### config.mk
export PLATFORM = sky130hd
export DESIGN_NAME = pipe_hazard_ctrl
export DESIGN_NICKNAME = d
export VERILOG_FILES = /design/src/rtl/mips_pipe_pkg.sv /design/src/rtl/load_use_detect.sv /design/src/rtl/pipe_hazard_ctrl.sv
export SDC_FILE = /design/constraint.sdc
export NUM_CORES = 1
export LEC_CHECK = 0
export ABC_AREA = 1
export CAP_MARGIN = 20
export CORE_MARGIN = 8
export CORE_UTILIZATION = 37
export CTS_CLUSTER_DIAMETER = 60
export DETAILED_ROUTE_END_ITERATION = 10
export PLACE_DENSITY = 0.78
export SETUP_SLACK_MARGIN = 0.2
export SLEW_MARGIN = 10
export SYNTH_ARGS = -nofsm -noshare
export SYNTH_HDL_FRONTEND = slang
export SYNTH_SLANG_ARGS = --single-unit
### constraint.sdc
create_clock -name clk -period 1.4 [get_ports clk]
set_clock_uncertainty 0.05 [all_clocks]
set_input_delay 0.14 -clock clk [delete_from_list [all_inputs] [get_ports clk]]
set_output_delay 0.14 -clock clk [all_outputs]
set_load 0.05 [all_outputs]
### src/rtl/mips_pipe_pkg.sv
`default_nettype none
// +--------------------------------------------------------------------+
// | mips_pipe_pkg : shared types for the 5-stage MIPS pipeline control |
// | Rev 1.0                                                            |
// +--------------------------------------------------------------------+
package mips_pipe_pkg;

  typedef logic [4:0] reg_idx_t;

  localparam reg_idx_t REG_ZERO = 5'd0;

  typedef enum logic [1:0] {
    IDLE     = 2'd0,
    MEM_WAIT = 2'd1,
    ERROR    = 2'd2
  } hz_state_e;

endpackage
`default_nettype wire

### src/rtl/load_use_detect.sv
`default_nettype none
// +--------------------------------------------------------------------+
// | load_use_detect : flags an ID source reading an in-flight load     |
// | Rev 1.0                                                            |
// +--------------------------------------------------------------------+
module load_use_detect
  import mips_pipe_pkg::*;
(
  input  reg_idx_t id_rs,
  input  reg_idx_t id_rt,
  input  logic     id_uses_rt,
  input  logic     idex_memread,
  input  reg_idx_t idex_rt,
  output logic     hazard
);

  logic rs_match;
  logic rt_match;

  // $zero never carries a real dependency, so a load into it is ignored.
  assign rs_match = (idex_rt == id_rs);
  assign rt_match = id_uses_rt && (idex_rt == id_rt);
  assign hazard   = idex_memread && (idex_rt != REG_ZERO) && (rs_match || rt_match);

endmodule
`default_nettype wire

### src/rtl/pipe_hazard_ctrl.sv
`default_nettype none
// +--------------------------------------------------------------------+
// | pipe_hazard_ctrl : stall/flush sequencing for the 5-stage pipeline |
// | Optional stall counter with STALL_STATS_EN.  Rev 1.0               |
// +--------------------------------------------------------------------+
module pipe_hazard_ctrl
  import mips_pipe_pkg::*;
#(
  parameter int MAX_WAIT = 16,
  parameter int WCNT_W   = 5
) (
  input  logic     clk,
  input  logic     rst_n,
  input  reg_idx_t id_rs,
  input  reg_idx_t id_rt,
  input  logic     id_uses_rt,
  input  logic     idex_memread,
  input  reg_idx_t idex_rt,
  input  logic     ex_br_taken,
  input  logic     mem_req,
  input  logic     dmem_ready,
  output logic     pc_en,
  output logic     ifid_en,
  output logic     ifid_flush,
  output logic     idex_en,
  output logic     idex_flush,
  output logic     exmem_en,
  output logic     memwb_bubble,
  output logic     mem_timeout
`ifdef STALL_STATS_EN
  ,
  output logic [31:0] stall_cycles
`endif
);

  localparam logic [WCNT_W-1:0] C_MAX_WAIT = WCNT_W'(MAX_WAIT);

  hz_state_e         state_q, state_d;
  logic [WCNT_W-1:0] wcnt_q, wcnt_d;
  logic [WCNT_W-1:0] wcnt_inc;
  logic              mem_stall;
  logic              lu_hazard;

  load_use_detect u_lu (
    .id_rs        (id_rs),
    .id_rt        (id_rt),
    .id_uses_rt   (id_uses_rt),
    .idex_memread (idex_memread),
    .idex_rt      (idex_rt),
    .hazard       (lu_hazard)
  );

  assign mem_stall = (state_q != ERROR) && mem_req && !dmem_ready;
  assign wcnt_inc  = wcnt_q + WCNT_W'(1);

  // The counter is zero whenever the FSM sits in IDLE, so the first
  // stalled cycle (still in IDLE) counts as wait cycle one.
  always_comb begin
    state_d = state_q;
    wcnt_d  = '0;
    case (state_q)
      IDLE, MEM_WAIT: begin
        if (mem_stall) begin
          wcnt_d  = wcnt_inc;
          state_d = (wcnt_inc >= C_MAX_WAIT) ? ERROR : MEM_WAIT;
        end else begin
          state_d = IDLE;
        end
      end
      ERROR:   state_d = ERROR;
      default: state_d = IDLE;
    endcase
  end

  always_ff @(posedge clk) begin
    if (!rst_n) begin
      state_q <= IDLE;
      wcnt_q  <= '0;
    end else begin
      state_q <= state_d;
      wcnt_q  <= wcnt_d;
    end
  end

  always_comb begin
    pc_en        = 1'b1;
    ifid_en      = 1'b1;
    ifid_flush   = 1'b0;
    idex_en      = 1'b1;
    idex_flush   = 1'b0;
    exmem_en     = 1'b1;
    memwb_bubble = 1'b0;
    mem_timeout  = 1'b0;
    if (!rst_n) begin
      pc_en        = 1'b0;
      ifid_en      = 1'b0;
      idex_en      = 1'b0;
      exmem_en     = 1'b0;
      ifid_flush   = 1'b1;
      idex_flush   = 1'b1;
      memwb_bubble = 1'b1;
    end else if (mem_stall || (state_q == ERROR)) begin
      pc_en        = 1'b0;
      ifid_en      = 1'b0;
      idex_en      = 1'b0;
      exmem_en     = 1'b0;
      memwb_bubble = 1'b1;
      mem_timeout  = (state_q == ERROR);
    end else if (ex_br_taken) begin
      ifid_flush = 1'b1;
      idex_flush = 1'b1;
    end else if (lu_hazard) begin
      pc_en      = 1'b0;
      ifid_en    = 1'b0;
      idex_flush = 1'b1;
    end
  end

`ifdef STALL_STATS_EN
  logic [31:0] stall_cycles_q, stall_cycles_d;

  assign stall_cycles_d = pc_en ? stall_cycles_q : stall_cycles_q + 32'd1;

  always_ff @(posedge clk) begin
    if (!rst_n) stall_cycles_q <= '0;
    else        stall_cycles_q <= stall_cycles_d;
  end

  assign stall_cycles = stall_cycles_q;
`endif

endmodule
`default_nettype wire

Word-level counts from Yosys, hierarchy flattened
Index checks and enable logic that the tools add are counted.
{"block": "totals", "register_bits": 7, "in_bits": 22, "output_inout_bits": 8, "word_cells": 41}
{"block": "classes", "add_sub_neg": 1, "order_cmp": 1, "eq_ne": 5, "mux": 20, "reduce_logical": 12}
{"operator": "1-bit 2-to-1 mux", "n": 17}
{"operator": "5-bit equality test", "n": 2}
{"operator": "5-bit by 1-bit adder with 5-bit output, second input constant", "n": 1}
{"operator": "5-bit >= comparator, second input constant", "n": 1}
{"operator": "1-bit logical AND", "n": 5}
{"operator": "5-bit nonzero test", "n": 1}
{"operator": "2-bit 2-to-1 mux", "n": 2}
{"operator": "2-bit one-hot mux with 2 select lines", "n": 1}
{"operator": "3-bit AND reduction", "n": 1}
{"operator": "2-bit by 1-bit equality test with 1-bit output, second input constant", "n": 1}
{"operator": "2-bit equality test, second input constant", "n": 1}
{"operator": "2-bit zero test", "n": 1}
{"operator": "1-bit logical OR", "n": 2}
{"operator": "2-bit != test, second input constant", "n": 1}
{"operator": "2-bit OR reduction", "n": 1}
{"operator": "1-bit zero test", "n": 1}

Logic depth before layout (Yosys ltp)
{"block": "depth", "ltp_word": 8, "ltp_mapped": 10, "ltp_nobuf": 9}

Cells and area by module
A second synthesis with hierarchy kept.
{"block": "hier_totals", "hier_cells": 100, "area_unflattened_um2": 549.3}
{"mod": "pipe_hazard_ctrl", "n_inst": 1, "cells_per_inst": 48, "area_each_um2": 342.8, "seq_area_each_um2": 140.1}
{"mod": "load_use_detect", "n_inst": 1, "cells_per_inst": 52, "area_each_um2": 206.4, "seq_area_each_um2": 0.0}

Least setup slack after synthesis
OpenSTA, ideal clock, no wires.
{"block": "synth_timing", "kind": "reg2out", "from": "register state_q[1]", "to": "output pc_en", "arrival_ns": 2.018, "t_required_ns": 1.210, "setup_slack_ns": -0.808, "stages_incl_launch_ff": 8, "n_path_buf": 1, "cell_sequence": "dfxtp_1 -> inv_1 -> or2_1 -> o21ai_2 -> nor2_1 -> nand2_1 -> inv_1 -> buf_4"}
{"block": "synth_via", "elab_chain_cells": 6, "elab_cells_between_ends": 7, "cone_classes": "eq/ne: 2; mux: 2; reduce/logical: 3"}
{"element": "start: declaration", "line": "pipe_hazard_ctrl.sv:38", "rtl": "hz_state_e state_q, state_d;"}
{"element": "start signal: assignment", "line": "pipe_hazard_ctrl.sv:80", "rtl": "state_q <= state_d;"}
{"element": "2-bit != test", "line": "pipe_hazard_ctrl.sv:53", "rtl": "assign mem_stall = (state_q != ERROR) && mem_req && !dmem_ready;"}
{"element": "1-bit logical AND (2 in a row)", "line": "pipe_hazard_ctrl.sv:53"}
{"element": "1-bit logical OR *", "line": "pipe_hazard_ctrl.sv:102", "rtl": "end else if (mem_stall || (state_q == ERROR)) begin"}
{"element": "1-bit 2-to-1 mux * (2 in a row)"}
{"element": "end: declaration", "line": "pipe_hazard_ctrl.sv:22", "rtl": "output logic pc_en,"}
Mark *: on every way between the ends. The rest lies on a longest branch, timed or not.

Worst setup path in the final report
{"block": "layout_timing", "from": "register state_q[1]", "to": "output pc_en"}
{"block": "layout_via", "elab_chain_cells": 6, "elab_cells_between_ends": 7, "cone_classes": "eq/ne: 2; mux: 2; reduce/logical: 3"}
{"element": "2-bit != test", "line": "pipe_hazard_ctrl.sv:53"}
{"element": "1-bit logical AND (2 in a row)", "line": "pipe_hazard_ctrl.sv:53"}
{"element": "1-bit logical OR *", "line": "pipe_hazard_ctrl.sv:102"}
{"element": "1-bit 2-to-1 mux *", "line": "pipe_hazard_ctrl.sv:102"}
{"element": "1-bit 2-to-1 mux *", "line": "pipe_hazard_ctrl.sv:94", "rtl": "if (!rst_n) begin"}
Marked as above.

==> run_results.csv <==
group,metric,value,unit
run_status,status,"complete, but fails checks",
run_status,violations,"negative setup slack",
timing,finalMaxSlewViolations,0,
critical_path,startpoint_type,"register",
detailed_routing,vias_per_cell,4.67,
layout,area_growth,104,%
cts,clock_latency,250,ps
cts,cts_hold_buf,0,
timing,fin_ws,-185,ps
cts,clkSinkCount,7,
synth,yosysWarnings,0,
power_and_ir_drop,p_leak,0.000591,uW
synth,synth_area_leaders,"dfxtp_1, nand2_1, inv_1",
synth,synth_cells,98,
layout,final_nets,165,
floorplanning,io-pin-count,30,
floorplanning,die_h,54.2,um
synth,synthArstFlopShare,0,
power_and_ir_drop,power_frac_comb,0.408,
critical_path,worst_ep_required_time,1210,ps
timing,hold_violations,0,
timing,setup_viol,8,
synth,ys.flop_type,"dfxtp_1",
synth,yosysTopAreaCell,"dfxtp_1",
cts,cts_tree,"built",
critical_path,cp-end-kind,"output port",
synth,avgSynthCellArea,5.50,um^2
power_and_ir_drop,clockPowerShare,0.284,
worst_hold_path,hold_class,"reg2reg",
floorplanning,die_w,54.2,um
critical_path,path_class,"reg2out",
critical_path,crit_path_top_delay_cell,"dfxtp_2",
timing,grt_setup_unrepaired,"yes",
critical_path,max_stage_delay,330,ps
layout,multi_input_area,358,um^2
grt,overflow,0,
timing,worstMarginPinSlew,270,ps
layout,drive_above_1_share,0.333,
grt,track_usage,0.133,
cts,cts_htree_levels,1,
detailed_routing,postRouteAntennaNets,0,
run,drv_cap,0,
detailed_routing,drc_errors,0,
timing,period_share,1.13,
timing,max_freq,631,MHz
cts,cts_buffer_depth,2,
cts,root_buffer,"clkbuf_4",
layout,fin_util,0.826,
floorplanning,dieArea,0.00293,mm^2
synth,synth_cell_types,18,
floorplanning,coreArea,0.00133,mm^2
detailed_routing,wirelength,1950,um
cts,numCtsBuffers,3,
placement,port_buffers,29,
synth,synth_top_area_frac,0.260,
detailed_routing,wl_per_cell,12.5,um
power_and_ir_drop,p_int,442,uW
detailed_routing,num_vias,728,
detailed_routing,drtIter0Drc,16,
synth,synth_area,539,um^2
power_and_ir_drop,vdd_ir_drop_max,0.556,mV
placement,gp_congestion,0.842,
detailed_routing,dr.pass1.iters,4,
layout,nFillCells,92,
critical_path,critPathTopFamily,"simple AND/OR/NAND/NOR gates",
synth,synth_edf_count,0,
power_and_ir_drop,p_per_area,602,mW/mm^2
cts,clk_pin_slew_worst_paths,50,ps
layout,seq_area,144,um^2
synth,yosysMostFrequentCell,"nand2_1",
floorplanning,rows,13,
synth,ys_ff_latch,7,
power_and_ir_drop,p_seq_frac,0.308,
critical_path,crit_chain,"inv_2 > or2_4 > o21ai_4 > nor2_4 > nand2_2 > clkinvlp_4 > buf_8",
timing,slew_headroom,0.820,
layout,n_antenna_cell,0,
grt,grt_max_degree,8,
synth,synthTopCellsByCount,"nand2_1, inv_1, nor2_1, dfxtp_1, nand3_1",
synth,ys_seq_area_frac,0.260,
grt,grt_pass1_wl,2890,um
placement,place_inst,143,
layout,final_cells,156,
timing,holdWs,481,ps
timing,min_period,1580,ps
critical_path,worstPathMaxFanout,3,
grt,grt_pass1_vias,732,
synth,syn-num-nets,121,
placement,hpwlAfterDp,1410,um
critical_path,crit_buf_inv,3,
critical_path,arrival,1390,ps
floorplanning,start_util,0.404,
power_and_ir_drop,p_switching,221,uW
power_and_ir_drop,swShare,0.334,
grt,antenna_found_initial,0,
## power by group through the flow
stage	Combinational [uW]	Clock [uW]	Sequential, uW
6_report	270	188	204
5_1_grt	288	213	204
4_1_cts	265	190	204
3_5_place_dp	263	0	208
3_3_place_gp	257	0	208
2_1_floorplan	127	0	207
## worst min-delay path, delay by kind of cell, from the launching register on
| kind | cells | cell delay, ps |
|---|---|---|
| flip-flops | 1 | 350 |
| AND/OR/NAND/NOR | 1 | 30 |
| buffers and inverters | 1 | 110 |
## cell type report
cell class | count | area share
tap | 15 | 0.0170
multi-input combinational | 63 | 0.325
inverter | 26 | 0.0920
clock buffer | 4 | 0.0239
timing repair buffer | 41 | 0.411
sequential | 7 | 0.131
## stage by stage
stage	setup slack [ps]	cell area, um^2	total power, uW	TNS [ps]
floorplan	-167	584	334	-177
global placement	-314	961	465	-849
detailed placement	-348	961	471	-968
CTS	-209	1050	659	-781
global route	-234	1100	705	-1420
finish	-185	1100	663	-1030
## cells in the final DEF (no fill, tap or decap), types with 3 or more instances in the layout
master           count
nand2_1             27
inv_1               18
nor2_1              13
dlygate4sd2_1       11
buf_4               10
inv_2                7
buf_12               7
clkdlybuf4s50_1      5
nand3_1              4
nand2_2              4
dfxtp_1              4
clkbuf_4             3
dfxtp_2              3
## cell families after synthesis
family,Yosys count,synth area share
compound gates,4,0.0464
xor+xnor,3,0.0487
fa+ha+maj,1,0.0232
buf+inv,28,0.209
flops,7,0.260
simple gates,55,0.413
## what timing repair did
action | in CTS | in global routing
cloned | 0 | 0
hold endpoints to repair | 0 | 0
setup buffers | 5 | 4
endpoints found under the setup margin | 9 | 11
gates resized for setup | 29 | 12
pin swaps | 10 | 9
## final timing paths
check / startpoint / to / slack (ps) / cells after the start
worst min register to register: wcnt_q[0] / wcnt_q[0] / 480 / 2
worst min-delay path: wcnt_q[0] / wcnt_q[0] / 480 / 2
worst max-delay path: state_q[1] / pc_en / -180 / 7
worst max register to register: wcnt_q[0] / state_q[1] / 260 / 7
## flip-flops by register name (all words and copies together) (netlist names)
signal	count
wcnt_q	5
state_q	2
## layer usage
layer / GRT usage / vias to the layer above / share of wire
met5: 0 / - / 0
met4: 0.0943 / 0 / 0.042
met3: 0.0193 / 7 / 0.065
met2: 0.252 / 29 / 0.54
met1: 0.126 / 322 / 0.36
li1: - / 370 / -
Note: power is estimated with default switching activity, not from simulation.
